[src/rtl/beat_sequencer.sv]
// beat_sequencer: steps through a note chart ROM, one word per beat_clk rise.
// Emits a one-cycle note strobe with a 4-bit arrow mask per chart word.
module beat_sequencer #(
  parameter int ADDR_W = 10
) (
  input  logic              clk,
  input  logic              rst,
  input  logic              beat_clk,
  input  logic              start,
  input  logic              pause,
  output logic [ADDR_W-1:0] chart_addr,
  input  logic [4:0]        chart_data,
  output logic              note_valid,
  output logic [3:0]        note_mask,
  output logic [ADDR_W-1:0] beat_index,
  output logic              playing,
  output logic              done
);

  typedef enum logic [1:0] {
    IDLE = 2'd0,
    RUN  = 2'd1,
    READ = 2'd2,
    DONE = 2'd3
  } state_t;

  state_t state;
  state_t state_nxt;

  logic s1;
  logic s2;
  logic s3;
  logic beat_tick;
  logic last_addr;
  logic end_mark;

  always_ff @(posedge clk or posedge rst) begin
    if (rst) begin
      s1 <= 1'b0;
      s2 <= 1'b0;
      s3 <= 1'b0;
    end else begin
      s1 <= beat_clk;
      s2 <= s1;
      s3 <= s2;
    end
  end

  assign beat_tick = s2 & ~s3;
  assign last_addr = (beat_index == {ADDR_W{1'b1}});
  assign end_mark  = chart_data[4];

  always_ff @(posedge clk or posedge rst) begin
    if (rst) begin
      state <= IDLE;
    end else begin
      state <= state_nxt;
    end
  end

  always_comb begin
    state_nxt = state;
    unique case (state)
      IDLE: begin
        if (start) state_nxt = RUN;
      end
      RUN: begin
        if (beat_tick && !pause) state_nxt = READ;
      end
      READ: begin
        if (end_mark || last_addr) begin
          state_nxt = DONE;
        end else begin
          state_nxt = RUN;
        end
      end
      DONE: begin
        if (start) state_nxt = RUN;
      end
      default: state_nxt = IDLE;
    endcase
  end

  // Index saturates at the last address; DONE is the only exit.
  always_ff @(posedge clk or posedge rst) begin
    if (rst) begin
      note_valid <= 1'b0;
      note_mask  <= 4'd0;
      beat_index <= '0;
    end else begin
      note_valid <= 1'b0;
      if ((state == IDLE || state == DONE) && start) begin
        beat_index <= '0;
      end
      if (state == READ && !end_mark) begin
        note_valid <= 1'b1;
        note_mask  <= chart_data[3:0];
        if (!last_addr) begin
          beat_index <= beat_index + ADDR_W'(1);
        end
      end
    end
  end

  always_comb begin
    playing = (state == RUN) || (state == READ);
    done    = (state == DONE);
  end

  assign chart_addr = beat_index;

endmodule

[config.mk]
export PLATFORM = sky130hd
export DESIGN_NAME = beat_sequencer
export DESIGN_NICKNAME = d
export VERILOG_FILES = /design/src/rtl/beat_sequencer.sv
export SDC_FILE = /design/constraint.sdc
export NUM_CORES = 1
export LEC_CHECK = 0
export CORE_MARGIN = 2
export CORE_UTILIZATION = 44
export DETAILED_ROUTE_END_ITERATION = 10
export GPL_TIMING_DRIVEN = 0
export PLACE_DENSITY = 0.78
export SLEW_MARGIN = 20
export SYNTH_ARGS = -nofsm -noshare
export SYNTH_HDL_FRONTEND = slang
export SYNTH_SLANG_ARGS = --single-unit
[constraint.sdc]
create_clock -name clk -period 2 [get_ports clk]
set_input_delay 0.4 -clock clk [delete_from_list [all_inputs] [get_ports clk]]
set_output_delay 0.4 -clock clk [all_outputs]
set_load 0.005 [all_outputs]
### Yosys cells after proc, flatten, opt, wreduce, memory -nomap -nowiden

Index checks and enable logic that the tools add are counted.

* bitwise gates (word level): 2
* reduce and logical (&&, ||, !) cells: 11
* equality and inequality tests: 6
* mux-type cells: 8
* $add $sub $neg: 1

Operators by type and width (number)
* 2-to-1 mux 10 bit: 3
* adder 10 x 1 -> 10 bit (second input constant): 1
* equality test 10 bit (second input constant): 1
* 2-to-1 mux 2 bit: 3
* one-hot mux 2 bit (3 select lines): 1
* equality test 2 bit (second input constant): 2
* logical AND 1 bit: 3
* logical OR 1 bit: 3
* equality test 2 x 1 -> 1 bit (second input constant): 1
* logical NOT 1 bit: 2
* logical NOT 2 bit: 1
* inequality test 2 x 1 -> 1 bit (second input constant): 1
* inequality test 2 bit (second input constant): 1
* AND reduction 2 bit: 1
* OR reduction 2 bit: 1
* bitwise AND 1 bit: 1
* 2-to-1 mux 1 bit: 1
* NOT 1 bit: 1

* input bits: 10
* bits in registers: 20
* logic and storage cells: 35
* output and inout bits: 27

### Logic depth before layout (Yosys ltp)

* word-level depth: 6
* gate-level depth with buffers: 7
* gate-level depth less buffers: 7

### Worst setup path after synthesis

Ideal clock, no wire load.

* path type: register -> register
* from: register beat_index[0]
* to: register beat_index[6]
* clock period less this slack: 1.641 ns
* data required time: 1.880 ns
* arrival time: 1.521 ns
* path buffers: 2
* slack: 0.359 ns
* library setup time: 0.120 ns
* cell stages (with the launch flop): 8
* path through: dfrtp_1 -> ha_1 -> and4_1 -> buf_6 -> a31o_4 -> buf_6 -> a21oi_2 -> o21ai_2

* word-level cells in the longest chain between the ends: 3
* elaborated cells between the ends (all ways): 4
* those cells by class: 1 x add/sub; 1 x eq/ne; 2 x mux

RTL lines
* from (decl): RTL line 15 `output logic [ADDR_W-1:0] beat_index,`
* from (signal assigned): RTL line 99 `beat_index <= beat_index + ADDR_W'(1);`
* adder 10 x 1 -> 10 bit / equality test 10 bit (equally long branches): RTL line 99, 50
* 2-to-1 mux 10 bit *: RTL line 98 `if (!last_addr) begin`
* 2-to-1 mux 10 bit *: RTL line 95 `if (state == READ && !end_mark) begin`

Mark *: on every way between the ends. The rest lies on a longest branch, timed or not.
A chain may end at the register's enable or synchronous reset.

### Final worst setup path

* from: register state[0]
* to: output done

* word-level cells in the longest chain between the ends: 1

RTL lines
* from (decl): RTL line 27 `state_t state;`
* from (signal assigned): RTL line 57 `state <= state_nxt;`
* equality test 2 bit: RTL line 107 `done = (state == DONE);`
* to (decl): RTL line 17 `output logic done`

No other way between the ends.

==> out/results.tsv <==
stage	metric	value	unit
outcome	run status	finished, final reports clean	
clock_tree	CTS buffer count	3	
timing	Setup WS post-layout	0.118	ns
logic_synthesis	Post-Synthesis Cell Area	0.00110	mm²
power	sw frac	31.5	%
worst_hold_path	Hold/Removal Path Class	register to register	
logic_synthesis	Synth Instances	117	
die	Die Height	54.0	µm
power	Lkg Pwr	0.000716	µW
power	Net Sw Power	466	µW
detailed_routing	Routed WL	2450	µm
detailed_routing	Initial DRT Pass Iterations	4	
logic_synthesis	share of the synthesized area in the top cell type	45.6	%
place	Cell Area, Placed	0.00150	mm²
power	Pint	1010	µW
worst_setup_path	CP Max Fanout	3	
global_routing	vias in the first global route	1005	
worst_setup_path	CP Data Required Time	1.60	ns
worst_setup_path	Setup CP Type	register to output port	
detailed_routing	drc violations	0	
logic_synthesis	sequential share of the synthesized area	45.6	%
finish	utilization after layout	65.5	%
detailed_routing	antenna-violating nets left	0	
detailed_routing	via/cell ratio	5.14	
die	FP Rows	18	
detailed_routing	per-cell routed wire length	13.0	µm
worst_hold_path	Hold Crit Depth	0	
timing	clock skew	0.00278	ns
timing	fmax	0.531	GHz
finish	ant diodes	0	
worst_setup_path	register-to-register setup slack	0.23	ns
finish	Finished Layout Cells	189	
finish	area delta synth->final	43.7	%
timing	final setup TNS	0	ns
logic_synthesis	synthesized flop and latch total	20	
place	I/O Buffers	36	
detailed_routing	detailed-route via count	972	
power	maximum VDD drop	0.753	mV
logic_synthesis	cell taking the most area after synthesis	dfrtp_1	
clock_tree	Clock Latency Late Sink	0.31	ns
worst_setup_path	Worst Setup SP	state[0]	
die	Starting Density	45.6	%
timing	Slew Limit Fails	0	
worst_setup_path	Buf/Inv on CP	2	
clock_tree	H-tree depth	1	
logic_synthesis	Netlist cell types	34	
place	DP Wirelength	1750	µm
power	clock share of power	22.6	%
power	cell area power density	938	mW/mm²
logic_synthesis	synthesized area per cell	9.39	µm²
timing	Tcrit/Tclk final	94.1	%
finish	Post-Layout Inst Area	0.00158	mm²
worst_setup_path	CP max stage delay	0.43	ns
finish	share of layout cells above drive strength 1	18.9	%
logic_synthesis	synth warn	0	
power	combinational share of power	41.0	%
logic_synthesis	Synth area leaders	dfrtp_1 (46%), nand2_1 (7.2%), buf_4 (6.8%)	
clock_tree	cts hold-fix bufs	0	
logic_synthesis	Synth Net Count	131	
die	CORE AREA	0.00241	mm²
clock_tree	clk sinks	20	
logic_synthesis	most common flop cell mapped by yosys	dfrtp_1	
timing	final hold viol count	0	
die	DIE WIDTH	54.0	µm
clock_tree	clk buf depth	2	
worst_setup_path	crit path capture	done	
die	IO Count	37	
timing	setup violators final	0	
worst_setup_path	Slowest-stage cell, CP	clkdlybuf4s50_1	
worst_setup_path	startpoint type of the worst setup path	register	
worst_setup_path	cell breakdown of the critical path	buf_4, ha_1, clkdlybuf4s50_1	
timing	min cycle time layout	1.88	ns
clock_tree	Clock Pin Slew Worst Setup and Hold Paths	0.12	ns
global_routing	global-route wire length before repair	4200	µm
logic_synthesis	ys async rst share	100	%
worst_setup_path	Critical R2R Capture	beat_index[5]	
die	die area	0.00291	mm²
clock_tree	Root Buffer Master	clkbuf_4	
global_routing	largest net degree at the start of global routing	21	
timing	RSZ-0062 raised after global routing	false	
logic_synthesis	EDFF count, synth	0	
global_routing	gr usage total	20.0	%
place	Post-Place Cells	183	
detailed_routing	DRT iter0 DRCs	14	
job	maxcap violations	0	
timing	max_slew headroom	50.0	%
global_routing	Remaining Overflow, GRT	0	
place	gpl congestion	0.839	
place	pre-CTS WS	0.184	ns
worst_setup_path	Setup crit end kind	output port	
worst_setup_path	R2R cell count	6	
global_routing	initial antenna violation count	0	
power	register share of total power	36.4	%
clock_tree	CTS tree	yes	
worst_setup_path	CP top delay family	buffers and inverters	
worst_setup_path	RR Startpoint	beat_index[0]	
worst_setup_path	Critical Path Stages	3	
worst_setup_path	CP arrival	1.48	ns
timing	worst slew pin tran	0.750	ns
finish	NumNets Final	174	
## Yosys cell counts (2+ instances only)
cell,count
a31oi_1,2
nand2_1,21
a21oi_1,4
dfrtp_1,20
ha_1,4
and4_1,2
buf_6,2
xnor2_1,2
nor2_1,5
o21ai_0,3
a21oi_2,2
nand4_1,2
nor3_1,2
o21ai_1,2
nand3b_1,2
inv_1,6
buf_4,10
nand3_1,10
## logic make-up (layout without fill, tap and decap cells)
group | count (synthesis) | after routing | share of synthesized area (%)
buf+inv | 21 | 63 | 12.1
xor+xnor | 3 | 3 | 2.39
fa+ha+maj | 4 | 4 | 4.56
compound gates | 22 | 22 | 14.4
flops | 20 | 20 | 45.6
simple gates | 47 | 47 | 21.1
## metrics by stage
step                      total power [µW]  hold WS (ns)
final                                 1480         0.369
after global routing                  1580         0.377
after CTS                             1500         0.377
after detailed placement              1110         0.348
after global placement                1080         0.334
after floorplan                        826         0.331
## state kept, by name (all words and copies together), names as in the netlist
register and flops:
s3 1, s2 1, note_valid 1, state 2
note_mask 4, beat_index 10, s1 1
## timing repair
item | 4_1_cts | 5_1_grt
setup buffers | 2 | 0
endpoints found under the setup margin | 1 | 1
gates resized for setup | 2 | 2
## layout make-up
cell class | instances | area [µm²]
fillers | 194 | 831
flip-flops and latches | 20 | 500
multi-input cells | 76 | 478
repair buffers | 38 | 378
plain buffers | 14 | 106
well taps | 30 | 37.5
clock inverters | 1 | 30.0
inverters | 7 | 26.3
clock buffers | 3 | 22.5
## cells in the final DEF, fill, tap and decap left out, types with 2 or more instances in the layout
master	count
xnor2_1	2
buf_6	2
a21oi_1	4
and4_1	2
inv_1	4
a31oi_1	2
o21ai_1	2
dfrtp_1	20
nand4_1	2
inv_2	2
clkbuf_4	3
nor2_1	5
nand3b_1	2
ha_1	3
clkdlybuf4s50_1	35
nand3_1	10
a21oi_2	2
nor3_1	2
nand2_1	21
o21ai_0	3
buf_4	12
## metal layers
metal | global-route usage (%) | wire length (µm) | part of all wire, % | up-vias
li1 | - | - | - | 471
met1 | 25.0 | 1030 | 42 | 457
met2 | 33.9 | 1240 | 51 | 39
met3 | 3.06 | 147 | 6.0 | 5
met4 | 8.55 | 35 | 1.4 | 0
met5 | 0 | 0 | 0 | -
## power by group through the flow
stage | logic (µW) | registers (µW) | clock network, µW
2_1_floorplan | 282 | 544 | 0
3_3_place_gp | 530 | 546 | 0
3_5_place_dp | 556 | 551 | 0
4_1_cts | 623 | 537 | 338
5_1_grt | 681 | 548 | 352
6_report | 607 | 538 | 335
## how the worst min path moves through the flow
stage                     from  to  slack (ns)
after global routing        s1  s2        0.38
after global placement      s1  s2        0.33
final                       s1  s2        0.37
after CTS                   s1  s2        0.38
after floorplan             s1  s2        0.33
after detailed placement    s1  s2        0.35
Power figures use the tool's default switching activity.
